## config.mk

```make
export PLATFORM = sky130hd
export DESIGN_NAME = puf_soc_resp_tx
export DESIGN_NICKNAME = d
export VERILOG_FILES = /design/src/rtl/puf_soc_pkg.sv /design/src/rtl/puf_uart_tx_byte.sv /design/src/rtl/puf_soc_resp_tx.sv
export SDC_FILE = /design/constraint.sdc
export NUM_CORES = 1
export LEC_CHECK = 0
export ABC_AREA = 1
export CORE_ASPECT_RATIO = 0.75
export CORE_MARGIN = 1
export CORE_UTILIZATION = 40
export DETAILED_ROUTE_END_ITERATION = 8
export GPL_TIMING_DRIVEN = 0
export PLACE_DENSITY = 0.58
export SLEW_MARGIN = 10
export SYNTH_ARGS = -nofsm -noshare
export SYNTH_HDL_FRONTEND = slang
export SYNTH_HIERARCHICAL = 1
export SYNTH_SLANG_ARGS = --single-unit
export TNS_END_PERCENT = 100
```

## constraint.sdc

```tcl
create_clock -name clk -period 4.1 [get_ports clk]
set_input_delay 1.23 -clock clk [delete_from_list [all_inputs] [get_ports clk]]
set_output_delay 1.23 -clock clk [all_outputs]
set_load 0.005 [all_outputs]
```

## src/rtl/puf_soc_pkg.sv

```systemverilog
// Shared definitions for the PUF SoC response transmit path.
// Optional feature macro: PUF_TX_PARITY_EN (adds an even-parity bit per UART frame).
package puf_soc_pkg;

  // Level the UART line rests at between frames and after any reset.
  localparam logic UART_IDLE_LVL = 1'b1;

  // Bits per UART frame: start + 8 data + optional parity + stop.
`ifdef PUF_TX_PARITY_EN
  localparam int FRAME_BITS = 11;
`else
  localparam int FRAME_BITS = 10;
`endif

  // Transmit state encoding. The byte serializer walks START/DATA/PARITY/STOP;
  // the top-level sequencer uses IDLE/START/DONE/WAIT_LOW.
  typedef enum logic [2:0] {
    TX_IDLE,
    TX_START,
    TX_DATA,
`ifdef PUF_TX_PARITY_EN
    TX_PARITY,
`endif
    TX_STOP,
    TX_DONE,
    TX_WAIT_LOW
  } tx_state_t;

  // Even parity of a data byte: the parity bit makes the total count of ones even.
  function automatic logic even_parity(input logic [7:0] b);
    return ^b;
  endfunction

endpackage

```

## src/rtl/puf_uart_tx_byte.sv

```systemverilog
// One-byte UART serializer: start bit, 8 data bits LSB first, optional parity, stop bit.
// A load pulse starts a frame on the same edge (line goes low immediately); byte_done
// is high during the final cycle of the stop bit so the caller can chain the next
// byte with no idle gap. abort returns the line to idle on the next edge.
// Optional feature macro: PUF_TX_PARITY_EN.
module puf_uart_tx_byte
  import puf_soc_pkg::*;
#(
  parameter int CLKS_PER_BIT = 868
) (
  input  logic       clk,
  input  logic       rst_n,
  input  logic       abort,
  input  logic       load,
  input  logic [7:0] data,
  output logic       tx,
  output logic       byte_done
);

  localparam int CNT_W = (CLKS_PER_BIT > 1) ? $clog2(CLKS_PER_BIT) : 1;
  localparam logic [CNT_W-1:0] CNT_MAX = CNT_W'(CLKS_PER_BIT - 1);

  tx_state_t        state_reg;
  logic [CNT_W-1:0] cnt_reg;
  logic [2:0]       bit_idx_reg;
  logic [7:0]       data_sh_reg;
  logic             tx_reg;
`ifdef PUF_TX_PARITY_EN
  logic             parity_reg;
`endif

  logic bit_end;

  assign bit_end   = (cnt_reg == CNT_MAX);
  assign byte_done = (state_reg == TX_STOP) && bit_end;
  assign tx        = tx_reg;

  // Baud counter and frame sequencing; the line level is registered with the state.
  always_ff @(posedge clk or negedge rst_n) begin
    if (!rst_n) begin
      state_reg   <= TX_IDLE;
      cnt_reg     <= '0;
      bit_idx_reg <= '0;
      data_sh_reg <= '0;
      tx_reg      <= UART_IDLE_LVL;
`ifdef PUF_TX_PARITY_EN
      parity_reg  <= 1'b0;
`endif
    end else if (abort) begin
      state_reg   <= TX_IDLE;
      cnt_reg     <= '0;
      bit_idx_reg <= '0;
      tx_reg      <= UART_IDLE_LVL;
    end else if (load) begin
      // New frame begins on this edge: start bit goes out right away.
      state_reg   <= TX_START;
      cnt_reg     <= '0;
      bit_idx_reg <= '0;
      data_sh_reg <= data;
      tx_reg      <= 1'b0;
`ifdef PUF_TX_PARITY_EN
      parity_reg  <= even_parity(data);
`endif
    end else if (state_reg == TX_IDLE) begin
      cnt_reg <= '0;
      tx_reg  <= UART_IDLE_LVL;
    end else if (!bit_end) begin
      cnt_reg <= cnt_reg + 1'b1;
    end else begin
      cnt_reg <= '0;
      case (state_reg)
        TX_START: begin
          state_reg <= TX_DATA;
          tx_reg    <= data_sh_reg[0];
        end
        TX_DATA: begin
          if (bit_idx_reg == 3'd7) begin
`ifdef PUF_TX_PARITY_EN
            state_reg <= TX_PARITY;
            tx_reg    <= parity_reg;
`else
            state_reg <= TX_STOP;
            tx_reg    <= UART_IDLE_LVL;
`endif
          end else begin
            bit_idx_reg <= bit_idx_reg + 1'b1;
            data_sh_reg <= data_sh_reg >> 1;
            tx_reg      <= data_sh_reg[1];
          end
        end
`ifdef PUF_TX_PARITY_EN
        TX_PARITY: begin
          state_reg <= TX_STOP;
          tx_reg    <= UART_IDLE_LVL;
        end
`endif
        TX_STOP: begin
          // Without a chained load the line simply stays idle.
          state_reg <= TX_IDLE;
          tx_reg    <= UART_IDLE_LVL;
        end
        default: begin
          state_reg <= TX_IDLE;
          tx_reg    <= UART_IDLE_LVL;
        end
      endcase
    end
  end

endmodule

```

## src/rtl/puf_soc_resp_tx.sv

```systemverilog
// PUF SoC response transmitter: captures the response word on a transmit request,
// sends it byte 0 first as back-to-back UART frames, pulses o_tx_done for one cycle,
// then waits for the request level to drop before it can start again.
// Optional feature macro: PUF_TX_PARITY_EN (frames carry an even-parity bit).
module puf_soc_resp_tx
  import puf_soc_pkg::*;
#(
  parameter int RESP_BIT_SIZE = 40,
  parameter int CLKS_PER_BIT  = 868
) (
  input  logic                     clk,
  input  logic                     rst_n,
  input  logic                     i_tx_enable,
  input  logic                     i_sft_rst,
  input  logic [RESP_BIT_SIZE-1:0] i_resp_data,
  output logic                     o_uart_tx,
  output logic                     o_tx_busy,
  output logic                     o_tx_done
);

  localparam int NUM_BYTES = RESP_BIT_SIZE / 8;
  localparam int IDX_W     = $clog2(NUM_BYTES + 1);
  localparam logic [IDX_W-1:0] LAST_IDX = IDX_W'(NUM_BYTES - 1);

  // In this FSM TX_START covers the whole serialization of the word; the
  // per-bit phases live inside the byte serializer.
  tx_state_t                state_reg;
  logic [RESP_BIT_SIZE-1:0] shift_reg;     // bytes not yet handed to the serializer, next one in [7:0]
  logic [IDX_W-1:0]         byte_idx_reg;  // index of the byte currently on the line
  logic                     busy_reg;
  logic                     done_reg;

  logic       start_cond;
  logic       last_byte;
  logic       next_load;
  logic       ser_load;
  logic [7:0] ser_data;
  logic       byte_done;

  // Soft reset always wins over a start request in the same cycle.
  assign start_cond = (state_reg == TX_IDLE) && i_tx_enable && !i_sft_rst;
  assign last_byte  = (byte_idx_reg == LAST_IDX);
  assign next_load  = (state_reg == TX_START) && byte_done && !last_byte && !i_sft_rst;
  assign ser_load   = start_cond || next_load;
  // Byte 0 comes straight from the input so the start bit can leave on the request edge.
  assign ser_data   = start_cond ? i_resp_data[7:0] : shift_reg[7:0];

  puf_uart_tx_byte #(
    .CLKS_PER_BIT(CLKS_PER_BIT)
  ) u_tx_byte (
    .clk       (clk),
    .rst_n     (rst_n),
    .abort     (i_sft_rst),
    .load      (ser_load),
    .data      (ser_data),
    .tx        (o_uart_tx),
    .byte_done (byte_done)
  );

  // Word capture, byte sequencing, done pulse and rearm handling.
  always_ff @(posedge clk or negedge rst_n) begin
    if (!rst_n) begin
      state_reg    <= TX_IDLE;
      shift_reg    <= '0;
      byte_idx_reg <= '0;
      busy_reg     <= 1'b0;
      done_reg     <= 1'b0;
    end else if (i_sft_rst) begin
      state_reg    <= TX_IDLE;
      byte_idx_reg <= '0;
      busy_reg     <= 1'b0;
      done_reg     <= 1'b0;
    end else begin
      done_reg <= 1'b0;
      case (state_reg)
        TX_IDLE: begin
          if (start_cond) begin
            state_reg    <= TX_START;
            shift_reg    <= i_resp_data >> 8;
            byte_idx_reg <= '0;
            busy_reg     <= 1'b1;
          end
        end
        TX_START: begin
          if (byte_done) begin
            if (last_byte) begin
              state_reg <= TX_DONE;
              busy_reg  <= 1'b0;
              done_reg  <= 1'b1;
            end else begin
              byte_idx_reg <= byte_idx_reg + 1'b1;
              shift_reg    <= shift_reg >> 8;
            end
          end
        end
        TX_DONE: begin
          state_reg <= TX_WAIT_LOW;
        end
        TX_WAIT_LOW: begin
          // A request level still high from the previous transfer must not retrigger.
          if (!i_tx_enable) begin
            state_reg <= TX_IDLE;
          end
        end
        default: begin
          state_reg <= TX_IDLE;
        end
      endcase
    end
  end

  assign o_tx_busy = busy_reg;
  assign o_tx_done = done_reg;

endmodule

```

==> out/qor.csv <==
metric;value;unit
outcome;finished, final reports clean;
Psw;1.125;mW
final hold vios;0;
post-route ant nets;0;
list of most frequent post-synthesis cells;234 x nand2_1, 62 x dfrtp_1, 47 x inv_1;
max_slew headroom;48.96;%
clk sink count;63;
number of max-cap violations;0;
PD cells;585.4;nW/um^2
Critical Path RT;4.31;ns
CTS H-Tree Depth;3;
Peak Freq;294.6;MHz
synth top area cells;dfrtp_1 40%, nand2_1 23%, nand4_1 6.3%;
minimum clock period after layout;3.395;ns
share of cells above drive strength 1;12.03;%
Total GRT Usage;19.37;%
post-layout util;52.02;%
Top FF cell, synth;dfrtp_1;
final worst setup slack;0.7053;ns
Arrival @ worst endpoint;3.60;ns
Die H;87.23;microns
wire length per cell;12.20;microns
Core Box Area;9234;sq um
final instance area;4803;sq um
Async S/R FF share, synth;100.0;%
Min-Delay Path Class;flop to flop;
Post-synth EDFFs;0;
Yosys top cell by area;dfrtp_1;
sequential share of the synthesized area;40.73;%
Pleak;2.513;nW
nets@finish;645;
root buffer selected by CTS;clkbuf_16;
Post-CTS Hold Buffers;0;
largest net degree at the start of global routing;51;
pre-CTS WS;0.3268;ns
initial antenna violation count;0;
TritonCTS clock tree;yes;
Switching Fraction;40.02;%
clock buffer depth;2;
Clock power frac;25.4;%
Netlist cell types;32;
Die Wd;115.6;microns
Synthesized Nets;587;
TritonCTS buffer count;9;
IO buf count;46;
I/O Pins;47;
worst slew pin tran;0.7576;ns
CP endpoint kind;flop;
final slew viol count;0;
row cnt;30;
most frequent cell after synthesis;nand2_1;
count of state elements after synthesis;63;
RSZ-0062 raised after global routing;no;
YS warnings;6;
placed wire-length estimate;6.625;mm
Residual DRC;0;
Final GP Congestion;0.8082;
syn avg cell area;7.337;sq um
vias in the first global route;3138;
Starting Density;41.95;%
max reg flops;32;
area of the die;10090;sq um
Starting DRT DRC Count;191;
Worst Skew;0.006493;ns
setup violators final;0;
placed inst area;4519;sq um
Post-CTS Setup Inserts;0;
Clock transition at path regs;0.05;ns
crit-path max FO;10;
Vias;3435;
vias per cell;4.784;
global route total overflow;0;
area grow syn2layout;24.00;%
Ant. Diodes;0;
drt pass-1 iters;5;
first-pass GRT wire length;14.91;mm
Mapped Cells;528;
Startpoint Class;primary input;
clk_lat worst skew;0.32;ns
P_int;1.687;mW
sequential group share of total power;33.4;%
Synth top area share;40.05;%
Resized Gates After CTS;0;
Netlist Area Pre-Place;3874;sq um
final period utilization;82.80;%
final wirelength;8.763;mm
Max VDD drop;0.0002305;V
Setup Crit Path Kind;primary input to flop;
Logic pwr share;41.2;%
## path summary, 6_finish.rpt
path | startpoint | depth (start not counted) | endpoint | slack, ns
worst min-delay path | shift_reg[28]$_DFFE_PN0P_ | 2 | shift_reg[28]$_DFFE_PN0P_ | 0.47
max in group asynchronous | rst_n | 2 | shift_reg[24]$_DFFE_PN0P_ | 2.82
worst max-delay path | i_sft_rst | 11 | u_tx_byte/state_reg[0]$_DFFE_PN0P_ | 0.71
worst max register to register | u_tx_byte/cnt_reg[0]$_DFF_PN0_ | 12 | u_tx_byte/data_sh_reg[7]$_DFFE_PN0P_ | 1.32
min in group asynchronous | rst_n | 1 | u_tx_byte/data_sh_reg[2]$_DFFE_PN0P_ | 0.76
worst min register to register | shift_reg[28]$_DFFE_PN0P_ | 2 | shift_reg[28]$_DFFE_PN0P_ | 0.47
## placed cells by master (no fill, tap or decap), drive strengths merged, types with 2 or more instances in the layout
master           n
o21ai           18
nor3             3
buf             20
ha              15
clkinv           2
xnor2            2
clkbuf          15
a21oi            3
clkdlybuf4s50   45
nand3           25
nor2            38
dfrtp           62
inv             54
nand4           40
nand2          242
## critical path: stages
cell	delay, ns
clkdlybuf4s50_1	0.74
inv_2	0.17
nand3_4	0.16
clkbuf_2	0.23
o21ai_0	0.31
nor2_4	0.29
inv_2	0.08
nor3_4	0.19
inv_2	0.07
nand4_1	0.08
nand2_1	0.07
## stage by stage
stage	power (mW)	hold slack, ns	TNS [ns]	instances
3_3_place_gp	2.085	0.4495	-26.40	702
4_1_cts	2.845	0.4721	0	718
3_5_place_dp	2.113	0.4588	0	703
5_1_grt	3.072	0.4846	0	718
2_1_floorplan	1.790	0.4319	0	528
6_report	2.812	0.4654	0	718
## final cells by class
cell class / count / area [sq um]
Buffer: 21 / 130.1
Fill cell: 953 / 4431
Timing Repair Buffer: 47 / 485.5
Clock buffer: 12 / 266.5
Inverter: 54 / 202.7
Sequential cell: 63 / 1578
Multi-Input combinational cell: 390 / 1963
Tap cell: 128 / 160.2
Clock inverter: 3 / 17.52
## cells by family after synthesis
group | Yosys count | synth area share [%]
XOR/XNOR | 3 | 0.6784
AO/OA/AOI/OAI | 21 | 3.004
adder cells (fa/ha/maj) | 15 | 4.845
AND/OR/NAND/NOR | 351 | 42.15
flip-flops | 63 | 40.73
buffers and inverters | 75 | 8.592
## routing by layer
layer	share of wire (%)	up-vias	global-route usage, %
met2	41	51	26.57
li1	-	1791	-
met5	0	-	0
met4	0.70	0	5.594
met1	55	1589	29.24
met3	3.2	4	5.428
## power by group through the flow
| stage | combinational (mW) | clock, mW | sequential (mW) |
|---|---|---|---|
| 2_1_floorplan | 0.874 | 0 | 0.916 |
| 3_3_place_gp | 1.14 | 0 | 0.943 |
| 3_5_place_dp | 1.17 | 0 | 0.947 |
| 4_1_cts | 1.17 | 0.738 | 0.938 |
| 5_1_grt | 1.34 | 0.764 | 0.965 |
| 6_report | 1.16 | 0.715 | 0.938 |
Power figures use the tool's default switching activity.
